==> config.mk <==
export PLATFORM = sky130hd
export DESIGN_NAME = rx_frame_arbiter
export DESIGN_NICKNAME = d
export VERILOG_FILES = /design/src/rtl/rx_pkg.sv /design/src/rtl/rx_port_tracker.sv /design/src/rtl/rx_frame_arbiter.sv
export SDC_FILE = /design/constraint.sdc
export NUM_CORES = 1
export LEC_CHECK = 0
export CORE_MARGIN = 5
export CORE_UTILIZATION = 42
export CTS_CLUSTER_SIZE = 25
export DETAILED_ROUTE_END_ITERATION = 6
export PLACE_DENSITY = 0.81
export SETUP_SLACK_MARGIN = 0.15
export SLEW_MARGIN = 20
export SYNTH_ARGS = -nofsm -noshare
export SYNTH_HDL_FRONTEND = slang
export SYNTH_SLANG_ARGS = --single-unit
==> constraint.sdc <==
create_clock -name clk -period 7.5 [get_ports clk]
set_clock_uncertainty 0.2 [all_clocks]
set_input_delay 2.25 -clock clk [delete_from_list [all_inputs] [get_ports clk]]
set_output_delay 2.25 -clock clk [all_outputs]
set_load 0.01 [all_outputs]
==> src/rtl/rx_pkg.sv <==
`default_nettype none
// ============================================================================
// Module   : rx_pkg
// Purpose  : Shared constants and helpers for the RX frame arbiter:
//            FSM state encoding, counter width and the round-robin pick.
// Revision : 1.0 - initial release
// ============================================================================
package rx_pkg;

   localparam int COUNTER_WIDTH = 32;

   localparam logic [COUNTER_WIDTH-1:0] CNT_ONE = 1;

   localparam logic [0:0] ST_IDLE = 1'b0;
   localparam logic [0:0] ST_FWD  = 1'b1;

   // Round-robin pick between two candidates; on a tie the port that did not
   // win last time takes the grant.
   function automatic logic rr_pick(input logic [1:0] cand, input logic last_grant);
      logic pick;
      if (cand == 2'b11) begin
         pick = ~last_grant;
      end else begin
         pick = cand[1];
      end
      return pick;
   endfunction

endpackage
`default_nettype wire

==> src/rtl/rx_port_tracker.sv <==
`default_nettype none
// ============================================================================
// Module   : rx_port_tracker
// Purpose  : Per-port frame-boundary tracking. Knows whether the port is in
//            the middle of a frame, decides at frame boundaries whether the
//            next frame must be drained (port disabled), sinks drained beats
//            and counts the drained frames.
// Revision : 1.0 - initial release
// ============================================================================
module rx_port_tracker
   import rx_pkg::*;
(
   input  logic                     clk,
   input  logic                     rst,
   input  logic                     tvalid_i,
   input  logic                     tlast_i,
   input  logic                     enable_i,
   input  logic                     granted_i,
   input  logic                     accept_i,
   input  logic                     clear_i,
   output logic                     drain_o,
   output logic                     in_frame_o,
   output logic                     tready_o,
   output logic [COUNTER_WIDTH-1:0] drop_count_o
);

   logic                     drain_q;
   logic                     drain_d;
   logic                     in_frame_q;
   logic                     in_frame_d;
   logic [COUNTER_WIDTH-1:0] drop_q;
   logic [COUNTER_WIDTH-1:0] drop_d;

   // Next-state: frame tracking, drain decision at boundaries, drop counting.
   always_comb begin
      in_frame_d = in_frame_q;
      drain_d    = drain_q;
      drop_d     = drop_q;

      // Any accepted beat (forwarded or drained) moves the frame boundary.
      if (accept_i) begin
         in_frame_d = ~tlast_i;
      end

      if (drain_q) begin
         // Once started, a drain always runs to tlast, even if re-enabled.
         if (accept_i && tlast_i) begin
            drain_d = 1'b0;
            drop_d  = drop_q + CNT_ONE;
         end
      end else if (!in_frame_q && !granted_i && tvalid_i && !enable_i) begin
         drain_d = 1'b1;
      end

      // Clear wins over a same-cycle increment.
      if (clear_i) begin
         drop_d = '0;
      end
   end

   // State registers with asynchronous reset.
   always_ff @(posedge clk or posedge rst) begin
      if (rst) begin
         drain_q    <= 1'b0;
         in_frame_q <= 1'b0;
         drop_q     <= '0;
      end else begin
         drain_q    <= drain_d;
         in_frame_q <= in_frame_d;
         drop_q     <= drop_d;
      end
   end

   assign drain_o      = drain_q;
   assign in_frame_o   = in_frame_q;
   assign tready_o     = drain_q;
   assign drop_count_o = drop_q;

endmodule
`default_nettype wire

==> src/rtl/rx_frame_arbiter.sv <==
`default_nettype none
// ============================================================================
// Module   : rx_frame_arbiter
// Purpose  : Frame-level round-robin arbiter sharing one RX parsing datapath
//            between two MAC AXI-Stream ports. A port holds the grant from
//            its first beat through tlast; disabled ports are drained.
// Revision : 1.0 - initial release
// ============================================================================
module rx_frame_arbiter
   import rx_pkg::*;
#(
   parameter int DATA_WIDTH = 64,
   parameter int KEEP_WIDTH = DATA_WIDTH / 8
) (
   input  logic                     clk,
   input  logic                     rst,
   input  logic [1:0]               port_enable,

   input  logic [DATA_WIDTH-1:0]    s0_axis_tdata,
   input  logic [KEEP_WIDTH-1:0]    s0_axis_tkeep,
   input  logic                     s0_axis_tvalid,
   input  logic                     s0_axis_tlast,
   output logic                     s0_axis_tready,

   input  logic [DATA_WIDTH-1:0]    s1_axis_tdata,
   input  logic [KEEP_WIDTH-1:0]    s1_axis_tkeep,
   input  logic                     s1_axis_tvalid,
   input  logic                     s1_axis_tlast,
   output logic                     s1_axis_tready,

   output logic [DATA_WIDTH-1:0]    m_axis_tdata,
   output logic [KEEP_WIDTH-1:0]    m_axis_tkeep,
   output logic                     m_axis_tvalid,
   output logic                     m_axis_tlast,
   input  logic                     m_axis_tready,
   output logic                     m_axis_tid,

   output logic [COUNTER_WIDTH-1:0] frame_count0,
   output logic [COUNTER_WIDTH-1:0] frame_count1,
   output logic [COUNTER_WIDTH-1:0] drop_count0,
   output logic [COUNTER_WIDTH-1:0] drop_count1,
   input  logic                     clear_counters
);

   logic [0:0]               state_q;
   logic [0:0]               state_d;
   logic                     grant_q;
   logic                     grant_d;
   logic                     last_grant_q;
   logic                     last_grant_d;
   logic [COUNTER_WIDTH-1:0] frame_count0_q;
   logic [COUNTER_WIDTH-1:0] frame_count0_d;
   logic [COUNTER_WIDTH-1:0] frame_count1_q;
   logic [COUNTER_WIDTH-1:0] frame_count1_d;

   logic [DATA_WIDTH-1:0]    sdata [2];
   logic [KEEP_WIDTH-1:0]    skeep [2];
   logic [1:0]               svalid;
   logic [1:0]               slast;
   logic [1:0]               sready;
   logic [1:0]               granted;
   logic [1:0]               accept;
   logic [1:0]               drain;
   logic [1:0]               in_frame;
   logic [1:0]               drain_ready;
   logic [1:0]               cand;
   logic [COUNTER_WIDTH-1:0] drop_count [2];
   logic                     fwd;
   logic                     m_hs_last;

   assign sdata[0]  = s0_axis_tdata;
   assign sdata[1]  = s1_axis_tdata;
   assign skeep[0]  = s0_axis_tkeep;
   assign skeep[1]  = s1_axis_tkeep;
   assign svalid    = {s1_axis_tvalid, s0_axis_tvalid};
   assign slast     = {s1_axis_tlast,  s0_axis_tlast};

   assign fwd       = (state_q == ST_FWD);

   // Output mux: the granted port drives the decapsulator while forwarding.
   assign m_axis_tdata  = sdata[grant_q];
   assign m_axis_tkeep  = skeep[grant_q];
   assign m_axis_tvalid = fwd & svalid[grant_q];
   assign m_axis_tlast  = fwd & slast[grant_q];
   assign m_axis_tid    = grant_q;

   assign m_hs_last     = m_axis_tvalid & m_axis_tready & m_axis_tlast;

   assign s0_axis_tready = sready[0];
   assign s1_axis_tready = sready[1];

   genvar gi;
   generate
      for (gi = 0; gi < 2; gi++) begin : g_port
         assign granted[gi] = fwd & (grant_q == 1'(gi));
         assign sready[gi]  = drain_ready[gi] | (granted[gi] & m_axis_tready);
         assign accept[gi]  = svalid[gi] & sready[gi];
         assign cand[gi]    = svalid[gi] & port_enable[gi] & ~drain[gi] & ~in_frame[gi];

         rx_port_tracker u_tracker (
            .clk          (clk),
            .rst          (rst),
            .tvalid_i     (svalid[gi]),
            .tlast_i      (slast[gi]),
            .enable_i     (port_enable[gi]),
            .granted_i    (granted[gi]),
            .accept_i     (accept[gi]),
            .clear_i      (clear_counters),
            .drain_o      (drain[gi]),
            .in_frame_o   (in_frame[gi]),
            .tready_o     (drain_ready[gi]),
            .drop_count_o (drop_count[gi])
         );
      end
   endgenerate

   // Arbitration FSM: pick a port in IDLE, hold it until its tlast transfers.
   always_comb begin
      state_d      = state_q;
      grant_d      = grant_q;
      last_grant_d = last_grant_q;
      case (state_q)
         ST_IDLE: begin
            if (|cand) begin
               grant_d      = rr_pick(cand, last_grant_q);
               last_grant_d = grant_d;
               state_d      = ST_FWD;
            end
         end
         ST_FWD: begin
            if (m_hs_last) begin
               state_d = ST_IDLE;
            end
         end
         default: begin
            state_d = ST_IDLE;
         end
      endcase
   end

   // Forwarded-frame counters; clear wins over a same-cycle increment.
   always_comb begin
      frame_count0_d = frame_count0_q;
      frame_count1_d = frame_count1_q;
      if (m_hs_last && !grant_q) begin
         frame_count0_d = frame_count0_q + CNT_ONE;
      end
      if (m_hs_last && grant_q) begin
         frame_count1_d = frame_count1_q + CNT_ONE;
      end
      if (clear_counters) begin
         frame_count0_d = '0;
         frame_count1_d = '0;
      end
   end

   // State registers; last_grant resets to 1 so port 0 wins the first tie.
   always_ff @(posedge clk or posedge rst) begin
      if (rst) begin
         state_q        <= ST_IDLE;
         grant_q        <= 1'b0;
         last_grant_q   <= 1'b1;
         frame_count0_q <= '0;
         frame_count1_q <= '0;
      end else begin
         state_q        <= state_d;
         grant_q        <= grant_d;
         last_grant_q   <= last_grant_d;
         frame_count0_q <= frame_count0_d;
         frame_count1_q <= frame_count1_d;
      end
   end

   assign frame_count0 = frame_count0_q;
   assign frame_count1 = frame_count1_q;
   assign drop_count0  = drop_count[0];
   assign drop_count1  = drop_count[1];

endmodule
`default_nettype wire

==> After elaboration in Yosys (flattened, before gate mapping) <==
Index checks and enable logic that the tools add are counted.
{ "totals": {"ff_bits": 135, "latchBits": 0, "ram_bits": 0, "mem_bits_ro": 0, "in_bits": 154, "output_inout_bits": 205, "elab_cells": 103, "memories": 0} }
{ "classes": {"n_addsub": 4, "mul": 0, "div": 0, "order_cmp": 2, "eq_ne": 1, "n_shift": 0, "muxes": 30, "n_bitwise": 28, "reduce_logical": 27} }
{ "op_table": {"columns": ["cell", "count"], "rows": [
  ["2-to-1 mux 32 bit", 10],
  ["2-to-1 mux 64 bit", 3],
  ["adder 32 x 1 -> 32 bit, second input constant", 4],
  ["2-to-1 mux 8 bit", 3],
  ["AND 1 bit", 16],
  ["2-to-1 mux 1 bit", 13],
  ["nonzero test 2 bit", 6],
  ["logical AND 1 bit", 10],
  ["inverter 1 bit", 9],
  ["logical NOT 1 bit", 7],
  ["AND reduction 2 bit", 3],
  ["equality test 2 bit, second input constant", 1],
  [">= comparator 2 bit, second input constant", 1],
  ["< comparator 1 x 2 -> 1 bit, second input constant", 1],
  ["inverter 1 -> 2 bit", 1],
  ["OR 1 bit", 2],
  ["one-hot mux 1 bit (2 select lines)", 1],
  ["OR reduction 2 bit", 1]
]} }

==> Depth between registers and ports, before layout <==
Gate-level depths: netlist (run 1).
{ "logic_depth": {"word_depth": 9, "depth_mapped": 7, "mapped_depth_nobuf": 6} }

==> By module <==
Synthesis (run 1) repeated with hierarchy kept, for this count alone.
{ "unflattened": {"cells_unflattened": 896, "hier_area_um2": 8368.0} }
{ "by_module_without_submodules": {"columns": ["mod", "instances", "cells_each", "area_each_um2"], "rows": [
  ["rx_frame_arbiter", 1, 500, 4717.0],
  ["rx_port_tracker", 2, 198, 1825.5]
]} }

==> Worst setup path before layout (run 1) <==
No wires, ideal clock.
{ "synth_timing": {"path_kind": "input to output", "from": "in m_axis_tready", "to": "out s0_axis_tready", "t_arrival_ns": 2.712, "required_time_ns": 5.050, "slack_ns": 2.338, "stages": 2, "n_path_buf": 0, "path_cell_list": "and3b_1 > or2_2"} }
{ "synth_via": {"elab_chain_len": 2} }
{ "synth_rtl": {"columns": ["element", "line", "source"], "rows": [
  ["start: declaration", "rx_frame_arbiter.sv:35", "input logic m_axis_tready,"],
  ["AND 1 bit", "rx_frame_arbiter.sv:96", "assign sready[gi] = drain_ready[gi] | (granted[gi] & m_axis_tready);"],
  ["OR 1 bit", "rx_frame_arbiter.sv:96", null],
  ["end: declaration", "rx_frame_arbiter.sv:23", "output logic s0_axis_tready,"]
]} }
No other way between the ends.

==> Final worst setup path (run 1) <==
{ "layout_timing": {"from": "in m_axis_tready", "to": "out s1_axis_tready"} }
{ "layout_via": {"elab_chain_len": 2} }
{ "layout_rtl": {"columns": ["element", "line", "source"], "rows": [
  ["AND 1 bit", "rx_frame_arbiter.sv:96", null],
  ["OR 1 bit", "rx_frame_arbiter.sv:96", null],
  ["end: declaration", "rx_frame_arbiter.sv:29", "output logic s1_axis_tready,"]
]} }
No other way between the ends.

==> flow_summary.json, run 1 <==
{
  "status": "finished, final reports clean",
  "async_reset_ff_frac": 1.00,
  "die-area_sq_mm": 0.0212,
  "coreArea_sq_mm": 0.0180,
  "p_leak_nw": 4.72,
  "synth_edf_count": 0,
  "clkPwrFrac": 0.460,
  "ys_ff_latch": 135,
  "worstMarginPinSlew_ps": 1120,
  "gp_congestion": 0.869,
  "hpwl_microns": 21000,
  "crit_type": "in -> out",
  "ys_types": 42,
  "cp_common_cell": "clkdlybuf4s50_1",
  "synth_common_cells": "140 x nor2_1, 134 x dfrtp_1, 72 x mux2_2",
  "overflow": 0,
  "dr.pass1.iters": 5,
  "worstSetupEndpointType": "primary output",
  "start_util": 0.429,
  "ys.flop_type": "dfrtp_1",
  "synth_most_common_cell": "nor2_1",
  "p_switching_w": 0.000430,
  "synth_area_sq_mm": 0.00773,
  "min_period_over_period": 0.836,
  "synth_nets": 974,
  "port-buffer-count": 358,
  "ys_seq_area_frac": 0.437,
  "crit_chain": "clkdlybuf4s50_1 > nand3_1 > nand2b_1 > clkdlybuf4s50_1",
  "grt_max_degree": 85,
  "layout.cells.non_filler": 1402,
  "avgSynthCellArea_sq_um": 9.48,
  "clk_pin_slew_ps": 50,
  "viasPerCell": 5.36,
  "die_y_microns": 146,
  "synth_top_area_frac": 0.434,
  "rsz0062_at_grt": "no",
  "internal-power_w": 0.00141,
  "fin_hold_ws_ps": 311,
  "finalSetupTns_ps": 0,
  "synth.area.top_cells": "dfrtp_1 43%, mux2_2 10%, xor2_1 7.4%",
  "clk_latency_ps": 410,
  "p_seq_frac": 0.410,
  "htreeDepth": 4,
  "drt-wirelength-per-cell_microns": 19.4,
  "clock_path_buffers": 2,
  "min_period_ps": 6270,
  "io_pins": 359,
  "cpPeakStageDelay_ps": 600,
  "cp_data_required_time_ps": 5050,
  "final-hold-violation-count": 0,
  "setup_viol": 0,
  "fmax_mhz": 159,
  "num_vias": 7515,
  "area_growth_pct": 56.4,
  "totalWireLength_microns": 27200,
  "pwr-share-comb": 0.130,
  "diodes": 0,
  "cts_buffers": 17,
  "cts_root_buf": "clkbuf_16",
  "post-cts-setup-buffers": 0,
  "ys_warn_count": 0,
  "min_path_type": "reg -> reg",
  "rows": 49,
  "peakVddDrop_uv": 155,
  "nets": 1318,
  "arrival_ps": 3820,
  "synth_top_area_cell": "dfrtp_1",
  "holdBufCountCts": 0,
  "drive_gt1_frac": 0.102,
  "cellPowerDensity_mw_per_mm2": 152,
  "drt-initial-drc-count": 419,
  "drv_slew": 0,
  "clkSinkCount": 135,
  "grt_usage": 0.249,
  "antenna_found_initial": 0,
  "grt_pass1_vias": 7518,
  "synthCells": 816,
  "drc": 0,
  "placed_cells": 1370,
  "crit_slowest_cell": "clkdlybuf4s50_1",
  "post_cts_resized": 0,
  "slew_headroom": 0.253,
  "start_kind": "input port",
  "ant_nets": 0,
  "cts_tree": "built",
  "fillerInstances": 1421,
  "p_sw_frac": 0.234,
  "max_cap_violations": 0,
  "grt_pass1_wl_microns": 42700,
  "die_w_microns": 146,
  "critical_path.max_fanout": 5
}
registers in the layout, indices dropped and copies added (netlist names):
signal / flops
frame_count1: 32
g_port.u_tracker.drop_count_o: 64
fwd: 1
g_port.u_tracker.in_frame_o: 2
last_grant_q: 1
g_port.u_tracker.drain_o: 2
frame_count0: 32
m_axis_tid: 1
critical path, delay by kind of cell:
kind / cells / cell delay [ps]
AND/OR/NAND/NOR: 2 / 400
buffers and inverters: 2 / 1170
cell type report:
| type | count | area (sq um) | area share |
|---|---|---|---|
| Tap cell | 229 | 287 | 0.0237 |
| Clock buffer | 18 | 429 | 0.0355 |
| Multi-Input combinational cell | 626 | 4140 | 0.342 |
| Timing Repair Buffer | 363 | 3620 | 0.299 |
| Clock inverter | 14 | 173 | 0.0143 |
| Sequential cell | 135 | 3380 | 0.280 |
| Inverter | 17 | 66.3 | 0.00548 |
layout by cell type, fill, tap and decap left out, drive strengths merged, types with 7 or more instances in the layout:
cell	n
clkdlybuf4s50	357
nor2	140
dfrtp	134
mux2	72
nand4	66
xor2	65
nand2	50
xnor2	48
nand3	38
nor3	22
inv	20
and3	18
clkbuf	18
nor4	17
and4	13
o21ai	12
a21oi	11
or3	9
and2	7
power groups by stage:
stage | combinational (W) | sequential, W | clock [W]
finish | 0.000239 | 0.000754 | 0.000846
global route | 0.000255 | 0.000756 | 0.000899
CTS | 0.000242 | 0.000754 | 0.000861
detailed placement | 0.000241 | 0.000766 | 0
global placement | 0.000237 | 0.000767 | 0
floorplan | 0.0000885 | 0.000759 | 0
logic make-up after synthesis:
group	synth area share
flip-flops	0.437
multiplexers	0.113
AND/OR/NAND/NOR	0.269
buffers and inverters	0.0277
AO/OA/AOI/OAI	0.0189
XOR/XNOR	0.128
adder cells (fa/ha/maj)	0.00647
per-stage QoR:
stage | worst slack (ps) | utilization | cell area [sq um] | power (W)
after global placement | 1210 | 0.638 | 11500 | 0.00100
after detailed placement | 1200 | 0.638 | 11500 | 0.00101
after floorplan | 1440 | - | 7730 | 0.000848
final | 1230 | 0.671 | 12100 | 0.00184
after CTS | 1190 | 0.671 | 12100 | 0.00186
after global routing | 1120 | 0.671 | 12100 | 0.00191
path summary, 6_finish.rpt:
check	from	to	slack [ps]	cells past startpoint
worst max-delay path	m_axis_tready	s1_axis_tready	1230	4
worst min-delay path	last_grant_q$_DFFE_PP1P_	last_grant_q$_DFFE_PP1P_	310	2
worst max register to register	m_axis_tid$_DFFE_PP0P_	frame_count1[18]$_DFFE_PP0P_	4320	5
worst min register to register	last_grant_q$_DFFE_PP1P_	last_grant_q$_DFFE_PP1P_	310	2
max in group asynchronous	rst	m_axis_tid$_DFFE_PP0P_	4030	3
min in group asynchronous	rst	g_port[0].u_tracker.drop_count_o[31]$_DFFE_PP0P_	2210	3
metal layers:
metal,vias to the layer above,part of all wire,track usage
met5,-,0,0
met3,24,0.064,0.0645
met1,3656,0.39,0.291
met2,287,0.53,0.455
met4,0,0.015,0.0560
li1,3548,-,-
No activity file was read; power rests on OpenSTA's default activity.
==> inputs of run 2 (changes only) <==
==> constraint.sdc (replaced) <==
create_clock -name clk -period 5.8 [get_ports clk]
set_clock_uncertainty 0.2 [all_clocks]
set_input_delay 1.74 -clock clk [delete_from_list [all_inputs] [get_ports clk]]
set_output_delay 1.74 -clock clk [all_outputs]
set_load 0.01 [all_outputs]
==> run 2 against run 1 <==
Highest routed layer is now met5. Largest cell class unchanged. Design area up 0.60%. Via count about the same. Core utilization up 0.40 points.
==> flow_summary.json, run 2 (same netlist as run 1, synthesis figures left out) <==
{
  "status": "finished, final reports clean",
  "ant_nets": 0,
  "start_kind": "input port",
  "fmax_mhz": 190,
  "critical_path.max_fanout": 5,
  "holdPathStages": 2,
  "rsz0062_at_grt": "no",
  "setup_slack_ps": 529,
  "dr.pass1.iters": 5,
  "die-area_sq_mm": 0.0212,
  "grt_pass1_vias": 7556,
  "setup_viol": 0,
  "totalWireLength_microns": 27300,
  "cts_buffers": 17,
  "holdBufCountCts": 0,
  "finalSetupTns_ps": 0,
  "die_w_microns": 146,
  "min_period_ps": 5270,
  "mostFrequentLayoutCell": "clkdlybuf4s50_1",
  "worstSetupEndpointType": "primary output",
  "clk_pin_slew_ps": 60,
  "coreArea_sq_mm": 0.0180,
  "cts_tree": "built",
  "htreeDepth": 4,
  "area_growth_pct": 57.4,
  "grt_pass1_wl_microns": 42600,
  "cp_data_required_time_ps": 3860,
  "viasPerCell": 5.36,
  "place_ws_ps": 510,
  "antenna_found_initial": 2,
  "drive_gt1_frac": 0.102,
  "cpPeakStageDelay_ps": 590,
  "grt_usage": 0.249,
  "die_y_microns": 146,
  "cp_common_cell": "clkdlybuf4s50_1",
  "post_cts_resized": 0,
  "clock_path_buffers": 2,
  "clkSinkCount": 135,
  "grt_max_degree": 94,
  "p_leak_nw": 4.76,
  "drv_slew": 0,
  "rows": 49,
  "num_vias": 7520,
  "port-buffer-count": 358,
  "largest_register_ffs": 64,
  "cts_root_buf": "clkbuf_16",
  "drt-wirelength-per-cell_microns": 19.4,
  "reg2reg_depth": 5,
  "post-cts-setup-buffers": 0,
  "max_cap_violations": 0,
  "slew_headroom": 0.262,
  "crit_chain": "clkdlybuf4s50_1 > nand3_1 > nand2b_1 > clkdlybuf4s50_1",
  "final-hold-violation-count": 0,
  "gp_congestion": 0.873,
  "arrival_ps": 3330,
  "io_pins": 359,
  "hpwl_microns": 21000,
  "peakVddDrop_uv": 187,
  "overflow": 0,
  "crit_type": "in -> out",
  "min_path_type": "reg -> reg",
  "drt-initial-drc-count": 519,
  "start_util": 0.429,
  "nets": 1319,
  "worstMarginPinSlew_ps": 1110,
  "drc": 0,
  "min_period_over_period": 0.909,
  "cellPowerDensity_mw_per_mm2": 204,
  "crit_slowest_cell": "clkdlybuf4s50_1",
  "mostFrequentLayoutCells": "357 x clkdlybuf4s50_1, 140 x nor2_1, 133 x dfrtp_1",
  "clk_latency_ps": 420
}
[run 2: cell types whose count changed in the layout (fill, tap and decap cells not counted), sizes merged]
cell and change:
clkinvlp -1, diode +1, buf +1, clkinv -2, clkbuf +1, bufinv +2
[run 2: per-layer routing]
metal,wire [microns],share of wire,track usage
met1,10500,0.39,0.289
met4,381,0.014,0.0597
met3,1840,0.067,0.0713
met2,14500,0.53,0.451
met5,13,0.00048,0
[run 2: worst max-delay path: cells and delay by family]
kind / cells / cell delay [ps]
buf+inv: 2 / 1170
simple gates: 2 / 420
[run 2: per-stage QoR]
stage / total power, W / util / std cells / instance area, sq um / hold WS [ps]
final: 0.00248 / 0.675 / 1404 / 12200 / 321
after global placement: 0.00130 / 0.639 / 1371 / 11500 / 300
after floorplan: 0.00110 / - / 816 / 7730 / 269
after detailed placement: 0.00131 / 0.639 / 1371 / 11500 / 312
after global routing: 0.00257 / 0.675 / 1404 / 12200 / 343
after CTS: 0.00251 / 0.675 / 1403 / 12200 / 324
[run 2: power breakdown]
| group | switching [W] | leakage, nW | internal, W |
|---|---|---|---|
| clock network | 0.000429 | 0.313 | 0.000770 |
| logic | 0.000121 | 2.57 | 0.000189 |
| registers | 0.0000210 | 1.87 | 0.000954 |
| total | 0.000570 | 4.76 | 0.00191 |
[run 2: cell type report]
class                           count  area [sq um]
Fill cell                        1441          5860
Inverter                           17          66.3
Clock inverter                     13           219
Tap cell                          229           287
Clock buffer                       19           433
Sequential cell                   135          3380
Timing Repair Buffer              364          3640
Multi-Input combinational cell    626          4140
Antenna cell                        1          2.50
[run 2: worst paths after layout]
path	start	slack (ps)	end
worst max-delay path	m_axis_tready	530	s1_axis_tready
worst min-delay path	g_port[0].u_tracker.in_frame_o$_DFFE_PP0N_	320	g_port[0].u_tracker.in_frame_o$_DFFE_PP0N_
worst max register to register	m_axis_tid$_DFFE_PP0P_	2570	frame_count1[18]$_DFFE_PP0P_
worst min register to register	g_port[0].u_tracker.in_frame_o$_DFFE_PP0N_	320	g_port[0].u_tracker.in_frame_o$_DFFE_PP0N_
max in group asynchronous	rst	2930	last_grant_q$_DFFE_PP1P_
min in group asynchronous	rst	1600	g_port[1].u_tracker.drop_count_o[3]$_DFFE_PP0P_
